--- src/rtl/alu_seq_pkg.sv ---
// Shared encodings for the ALU sequencer: instruction classes, ALU opcodes,
// FSM state codes and the registered control-strobe bundle.
package alu_seq_pkg;

  localparam int unsigned CLS_W    = 4;
  localparam int unsigned ALU_OP_W = 3;
  localparam int unsigned ST_W     = 3;
  localparam int unsigned CNT_W    = 3;

  // Instruction classes (INSTR[7:4])
  localparam logic [CLS_W-1:0] CLS_NOP  = 4'h0;
  localparam logic [CLS_W-1:0] CLS_LDA  = 4'h1;
  localparam logic [CLS_W-1:0] CLS_LDB  = 4'h2;
  localparam logic [CLS_W-1:0] CLS_ALU  = 4'h3;
  localparam logic [CLS_W-1:0] CLS_OUT  = 4'h4;
  localparam logic [CLS_W-1:0] CLS_HALT = 4'hF;

  // ALU opcodes (INSTR[2:0])
  localparam logic [ALU_OP_W-1:0] OP_ADD = 3'b000;
  localparam logic [ALU_OP_W-1:0] OP_SUB = 3'b001;
  localparam logic [ALU_OP_W-1:0] OP_DEC = 3'b010;
  localparam logic [ALU_OP_W-1:0] OP_INC = 3'b011;
  localparam logic [ALU_OP_W-1:0] OP_OC  = 3'b100;
  localparam logic [ALU_OP_W-1:0] OP_BND = 3'b101;
  localparam logic [ALU_OP_W-1:0] OP_BOR = 3'b110;
  localparam logic [ALU_OP_W-1:0] OP_BXR = 3'b111;

  // FSM state encoding
  localparam logic [ST_W-1:0] ST_IDLE   = 3'd0;
  localparam logic [ST_W-1:0] ST_DECODE = 3'd1;
  localparam logic [ST_W-1:0] ST_EXEC   = 3'd2;
  localparam logic [ST_W-1:0] ST_WB     = 3'd3;
  localparam logic [ST_W-1:0] ST_HALTED = 3'd4;

  // Registered control strobes driven to the datapath
  typedef struct packed {
    logic imm_oe;
    logic acc_ld;
    logic breg_ld;
    logic alu_oe;
    logic acc_oe;
    logic out_ld;
    logic pc_inc;
    logic illegal;
    logic halted;
  } ctrl_t;

endpackage

--- src/rtl/alu_seq_decode.sv ---
// Combinational class decode: where the FSM goes after DECODE, and whether
// the class is defined at all.
module alu_seq_decode
  import alu_seq_pkg::*;
(
  input  logic [CLS_W-1:0] cls_i,
  output logic [ST_W-1:0]  next_state_c_o,
  output logic             legal_c_o
);

  // Class -> post-DECODE state; undefined classes fall back to NOP behaviour
  always_comb begin
    next_state_c_o = ST_IDLE;
    legal_c_o      = 1'b1;
    case (cls_i)
      CLS_NOP:                   next_state_c_o = ST_IDLE;
      CLS_LDA, CLS_LDB, CLS_OUT: next_state_c_o = ST_WB;
      CLS_ALU:                   next_state_c_o = ST_EXEC;
      CLS_HALT:                  next_state_c_o = ST_HALTED;
      default: begin
        next_state_c_o = ST_IDLE;
        legal_c_o      = 1'b0;
      end
    endcase
  end

endmodule

--- src/rtl/alu_sequencer.sv ---
// Control sequencer feeding the ACC/BREG/ALU datapath: accepts one
// instruction per handshake and emits a cycle-exact stream of bus strobes.
module alu_sequencer
  import alu_seq_pkg::*;
#(
  parameter int unsigned DATA_W = 8,
  parameter int unsigned OP_W   = 3,
  parameter int unsigned SETTLE = 1
) (
  input  logic              clk,
  input  logic              rst_n,
  input  logic [7:0]        instr_i,
  input  logic [DATA_W-1:0] imm_i,
  input  logic              instr_valid_i,
  output logic              instr_ready_o,
  input  logic              hlt_i,
  output logic [DATA_W-1:0] imm_out_o,
  output logic              imm_oe_o,
  output logic              acc_ld_o,
  output logic              breg_ld_o,
  output logic [OP_W-1:0]   alu_op_o,
  output logic              alu_oe_o,
  output logic              acc_oe_o,
  output logic              out_ld_o,
  output logic              pc_inc_o,
  output logic              illegal_o,
  output logic              halted_o
);

  // Reject settle counts the down-counter cannot represent
  if ((SETTLE < 1) || (SETTLE > 7)) begin : g_settle_range
    $error("alu_sequencer: SETTLE must be in 1..7");
  end

  logic [ST_W-1:0]     state_q, state_d;
  logic [CLS_W-1:0]    cls_q, cls_d;
  logic [ALU_OP_W-1:0] op_q, op_d;
  logic [DATA_W-1:0]   imm_q, imm_d;
  logic [OP_W-1:0]     alu_op_q, alu_op_d;
  logic [CNT_W-1:0]    cnt_q, cnt_d;
  ctrl_t               ctrl_q, ctrl_d;

  logic [CLS_W-1:0]    dec_cls;
  logic [ST_W-1:0]     dec_next;
  logic                dec_legal;
  logic                accept;
  logic                unused_instr_bit;

  // Bit 3 of the instruction is reserved
  assign unused_instr_bit = instr_i[3];

  // Ready only while idle, not paused and out of reset
  assign instr_ready_o = (state_q == ST_IDLE) & ~hlt_i & rst_n;
  assign accept        = instr_valid_i & instr_ready_o;

  // In IDLE decode the incoming class (ILLEGAL flag), otherwise the latched one
  assign dec_cls = (state_q == ST_IDLE) ? instr_i[7:4] : cls_q;

  alu_seq_decode u_decode (
    .cls_i          (dec_cls),
    .next_state_c_o (dec_next),
    .legal_c_o      (dec_legal)
  );

  // Next-state and next-strobe logic; strobes are computed for the state being entered
  always_comb begin
    state_d  = state_q;
    cls_d    = cls_q;
    op_d     = op_q;
    imm_d    = imm_q;
    alu_op_d = alu_op_q;
    cnt_d    = cnt_q;
    ctrl_d   = '0;

    case (state_q)
      ST_IDLE: begin
        if (accept) begin
          cls_d          = instr_i[7:4];
          op_d           = instr_i[2:0];
          imm_d          = imm_i;
          state_d        = ST_DECODE;
          ctrl_d.pc_inc  = 1'b1;
          ctrl_d.illegal = ~dec_legal;
        end
      end
      ST_DECODE: begin
        state_d = dec_next;
        if (dec_next == ST_EXEC) begin
          alu_op_d = OP_W'(op_q);
          cnt_d    = CNT_W'(SETTLE);
        end else if (dec_next == ST_WB) begin
          ctrl_d.imm_oe  = (cls_q == CLS_LDA) | (cls_q == CLS_LDB);
          ctrl_d.acc_ld  = (cls_q == CLS_LDA);
          ctrl_d.breg_ld = (cls_q == CLS_LDB);
          ctrl_d.acc_oe  = (cls_q == CLS_OUT);
          ctrl_d.out_ld  = (cls_q == CLS_OUT);
        end
      end
      ST_EXEC: begin
        if (cnt_q == CNT_W'(1)) begin
          state_d       = ST_WB;
          ctrl_d.alu_oe = 1'b1;
          ctrl_d.acc_ld = 1'b1;
        end else begin
          cnt_d = cnt_q - CNT_W'(1);
        end
      end
      ST_WB:     state_d = ST_IDLE;
      ST_HALTED: state_d = ST_HALTED;
      default:   state_d = ST_IDLE;
    endcase

    ctrl_d.halted = (state_d == ST_HALTED);
  end

  // State, latches and registered strobes; reset clears every output at once
  always_ff @(posedge clk or negedge rst_n) begin
    if (!rst_n) begin
      state_q  <= ST_IDLE;
      cls_q    <= '0;
      op_q     <= '0;
      imm_q    <= '0;
      alu_op_q <= '0;
      cnt_q    <= '0;
      ctrl_q   <= '0;
    end else begin
      state_q  <= state_d;
      cls_q    <= cls_d;
      op_q     <= op_d;
      imm_q    <= imm_d;
      alu_op_q <= alu_op_d;
      cnt_q    <= cnt_d;
      ctrl_q   <= ctrl_d;
    end
  end

  assign imm_out_o = imm_q;
  assign alu_op_o  = alu_op_q;
  assign imm_oe_o  = ctrl_q.imm_oe;
  assign acc_ld_o  = ctrl_q.acc_ld;
  assign breg_ld_o = ctrl_q.breg_ld;
  assign alu_oe_o  = ctrl_q.alu_oe;
  assign acc_oe_o  = ctrl_q.acc_oe;
  assign out_ld_o  = ctrl_q.out_ld;
  assign pc_inc_o  = ctrl_q.pc_inc;
  assign illegal_o = ctrl_q.illegal;
  assign halted_o  = ctrl_q.halted;

endmodule
--- config.mk ---
export PLATFORM = sky130hd
export DESIGN_NAME = alu_sequencer
export DESIGN_NICKNAME = d
export VERILOG_FILES = /design/src/rtl/alu_seq_pkg.sv /design/src/rtl/alu_seq_decode.sv /design/src/rtl/alu_sequencer.sv
export SDC_FILE = /design/constraint.sdc
export NUM_CORES = 1
export LEC_CHECK = 0
export ABC_AREA = 1
export CORE_AREA = 2 2 62 64
export DETAILED_ROUTE_END_ITERATION = 10
export DIE_AREA = 0 0 64 66
export GPL_TIMING_DRIVEN = 1
export PLACE_DENSITY = 0.74
export SETUP_SLACK_MARGIN = 0.3
export SLEW_MARGIN = 10
export SYNTH_ARGS = -nofsm -noshare
export SYNTH_HDL_FRONTEND = slang
export SYNTH_SLANG_ARGS = --single-unit
--- constraint.sdc ---
create_clock -name clk -period 4.6 [get_ports clk]
set_clock_uncertainty 0.1 [all_clocks]
set_input_delay 0.92 -clock clk [delete_from_list [all_inputs] [get_ports clk]]
set_output_delay 0.92 -clock clk [all_outputs]
set_load 0.01 [all_outputs]
==> metrics.md <==
| Metric | Value |
|---|---|
| Crit. End Element | output port |
| Crit path largest cell delay | between 0.5 and 0.6 ns |
| Final setup TNS | 0 ns |
| Register area share after synthesis | 0.5250 |
| Cell mode on critical path | clkdlybuf4s50_1 |
| Cell Chain, Critical Path | clkdlybuf4s50_1 -> nor3b_4 -> clkdlybuf4s50_1 |
| H-tree Lvls | 2 |
| Fmax | just over 0.3 GHz |
| HPWL Detailed | between 2000 and 2500 um |
| Number of iterations in the first detailed-routing pass | 4 |
| Reg clk slew, reported paths | approximately 0.10 ns |
| Row count | 22 |
| Total track usage | 0.1621 |
| Vias in the first global route | around 1200 |
| Synth Cell Area | 1525 um^2 |
| Ys Warns | 0 |
| Final setup viols | 0 |
| Peak VDD IR | 284.5 uV |
| Pleak | 1.059 nW |
| Final nets | between 200 and 300 |
| Yosys top cell by area | dfrtp_1 |
| Net count after synthesis | around 210 |
| Max Buffers Root-to-Sink | 2 |
| Root Driver | clkbuf_4 |
| Crit path buf inv count | 2 |
| # hold bufs at CTS | 0 |
| DP Cell Count | 275 |
| Die area | between 4000 and 5000 um^2 |
| Synth area leaders | dfrtp_1 53%, nand2_1 19%, nand3_1 5.6% |
| Period utilisation layout | 0.7125 |
| Number of remaining DRC errors | 0 |
| Required @ worst endpoint | 3.58 ns |
| Slew @ Worst Pin | roughly 0.38 ns |
| Initial core utilization | 0.4295 |
| Instance count of the mapped netlist | 190 |
| Post-synth cell types | 21 |
| DR WL/cell | 10.23 um |
| Post-cts resize count | 0 |
| Critical path type | in2out |
| Multi-input gate area | 615.6 um^2 |
| Slew Limit Fails | 0 |
| Routed WL | a little under 3000 um |
| Crit path max-delay cell type | clkdlybuf4s50_1 |
| Rel. slew slack | 0.7446 |
| Die Height | 66 um |
| Unrepaired setup endpoints after global routing | false |
| DRT iter0 DRCs | 52 |
| Antenna Cells | 0 |
| Gpl congestion | roughly 0.82 |
| Peak fanout along the critical path | 2 |
| Layout cells sized above 1 | 0.08120 |
| CTS tree | yes |
| ANT nets after route | 0 |
| Core area | 3551 um^2 |
| Synthesized area per cell | about 8 um^2 |
| Global-route wire length before repair | roughly 5100 um |
| Fillers | approximately 330 |
| Register area | roughly 800 um^2 |
| CTS Buf Count | 5 |
| Antenna violations before repair | 0 |
| Largest net degree at the start of global routing | 33 |
| Final Non-Filler Cells | 282 |
| Status | finished, final reports clean |
| Critical path startpoint category | input port |
| Via density | 4.603 |
| Max-cap viol count | 0 |
| DIE WIDTH | between 60 and 70 um |
| Min Tclk post-route | around 3.3 ns |
| Worst Hold Class | reg2reg |
| DR vias | between 1000 and 1500 |
| Hold Fails Final Rpt | 0 |
| Sink Count | 32 |
| Synthesized flop and latch total | 32 |
| Post-CTS Repair Setup Buffers | 0 |
| Pwr dens | slightly above 600 nW/um^2 |
| Synth top area share | 0.5250 |
| CP arrival | ~2.3 ns |
| P&R area growth vs syn | 32.49% |
| Clock Latency Late Sink | about 0.33 ns |
| GRT overflow | 0 |
| Largest delay contributor family on the critical path | buffers and inverters |
| Total I/O pin count | 41 |
| Port bufs | 39 |
==> routing by layer <==
layer | GRT usage | up-vias | wire (um)
li1 | - | 673 | -
met1 | 0.1871 | 582 | 1312
met2 | 0.2591 | 38 | 1343
met3 | 0.08348 | 5 | 208
met4 | 0.05435 | 0 | 22
met5 | 0 | - | 0
==> cells in the mapped netlist, drive strengths merged <==
| cell | number |
|---|---|
| xnor2 | 1 |
| buf | 3 |
| nand4 | 1 |
| dfrtp | 32 |
| inv | 21 |
| nand2 | 84 |
| nor3b | 1 |
| ha | 2 |
| nor3 | 4 |
| nand3 | 17 |
| nor2 | 15 |
| o21ai | 9 |
==> worst min-delay path, cell delays in order (launching register included) <==
cell	delay [ns]
dfrtp_1	0.35
nand2_1	0.05
nand2_1	0.05
==> worst paths after layout <==
check | from | endpoint | slack (ns) | depth (start not counted)
max in group asynchronous | rst_n | imm_out_o[0] | 3.15 | 2
min | imm_out_o[2] | imm_out_o[2] | 0.38 | 2
max | rst_n | instr_ready_o | 1.32 | 3
max reg2reg | state_q[0] | illegal_o | 2.78 | 7
min reg2reg | imm_out_o[2] | imm_out_o[2] | 0.38 | 2
min in group asynchronous | rst_n | state_q[0] | 0.97 | 2
==> final cells by class <==
type,instances,area share
sequential,32,0.3963
multi-input combinational,134,0.3046
timing repair buffer,40,0.1969
inverter,21,0.04025
clock buffer,7,0.03220
tap,48,0.02972
==> flip-flops by register name (all words and copies together) (netlist names) <==
register / count
halted_o: 1
imm_out_o: 8
acc_oe_o: 1
op_q: 3
state_q: 3
cls_q: 4
breg_ld_o: 1
acc_ld_o: 1
pc_inc_o: 1
alu_oe_o: 1
imm_oe_o: 1
cnt_q: 3
illegal_o: 1
alu_op_o: 3
==> kinds of logic after synthesis <==
logic type               after synthesis  synth area share
AND/OR/NAND/NOR                      122            0.3519
flip-flops                            32            0.5250
buffers and inverters                 24           0.07137
AO/OA/AOI/OAI                          9           0.02953
adder cells (fa/ha/maj)                2           0.01640
XOR/XNOR                               1          0.005743
==> report_power, final <==
| part | internal (mW) | switching, mW | leakage [nW] |
|---|---|---|---|
| registers | 0.388 | 0.0758 | 0.417 |
| logic | 0.259 | 0.331 | 0.604 |
| clock network | 0.0866 | 0.0903 | 0.0374 |
| total | 0.734 | 0.497 | 1.06 |
==> placed cells by master, fill, tap and decap left out <==
master           netlist  final
nor3_1                 4      4
nand2_4                2      2
nor2_4                 1      1
clkbuf_4               0      5
nand3_1               17     17
nor2_1                13     13
clkbuf_8               0      2
nor2_2                 1      1
inv_4                  1      1
nor3b_4                1      1
ha_1                   2      2
buf_4                  1      1
o21ai_0                8      8
inv_1                 19     19
nand2_1               78     78
dfrtp_1               32     32
xnor2_1                1      1
nand2_2                4      4
inv_2                  1      1
o21ai_1                1      1
clkdlybuf4s50_1        0     39
nand4_1                1      1
==> metrics by stage <==
step	area, um^2	total power, mW	util	hold WS (ns)	setup WS, ns
after floorplan	1525	0.8478	-	0.3419	2.389
after global placement	1956	1.050	0.5507	0.3573	1.310
after detailed placement	1956	1.063	0.5507	0.3648	1.325
after CTS	2021	1.241	0.5691	0.3902	1.303
after global routing	2021	1.358	0.5691	0.4174	1.248
final	2021	1.231	0.5691	0.3826	1.322
No activity file was read; power rests on OpenSTA's default activity.
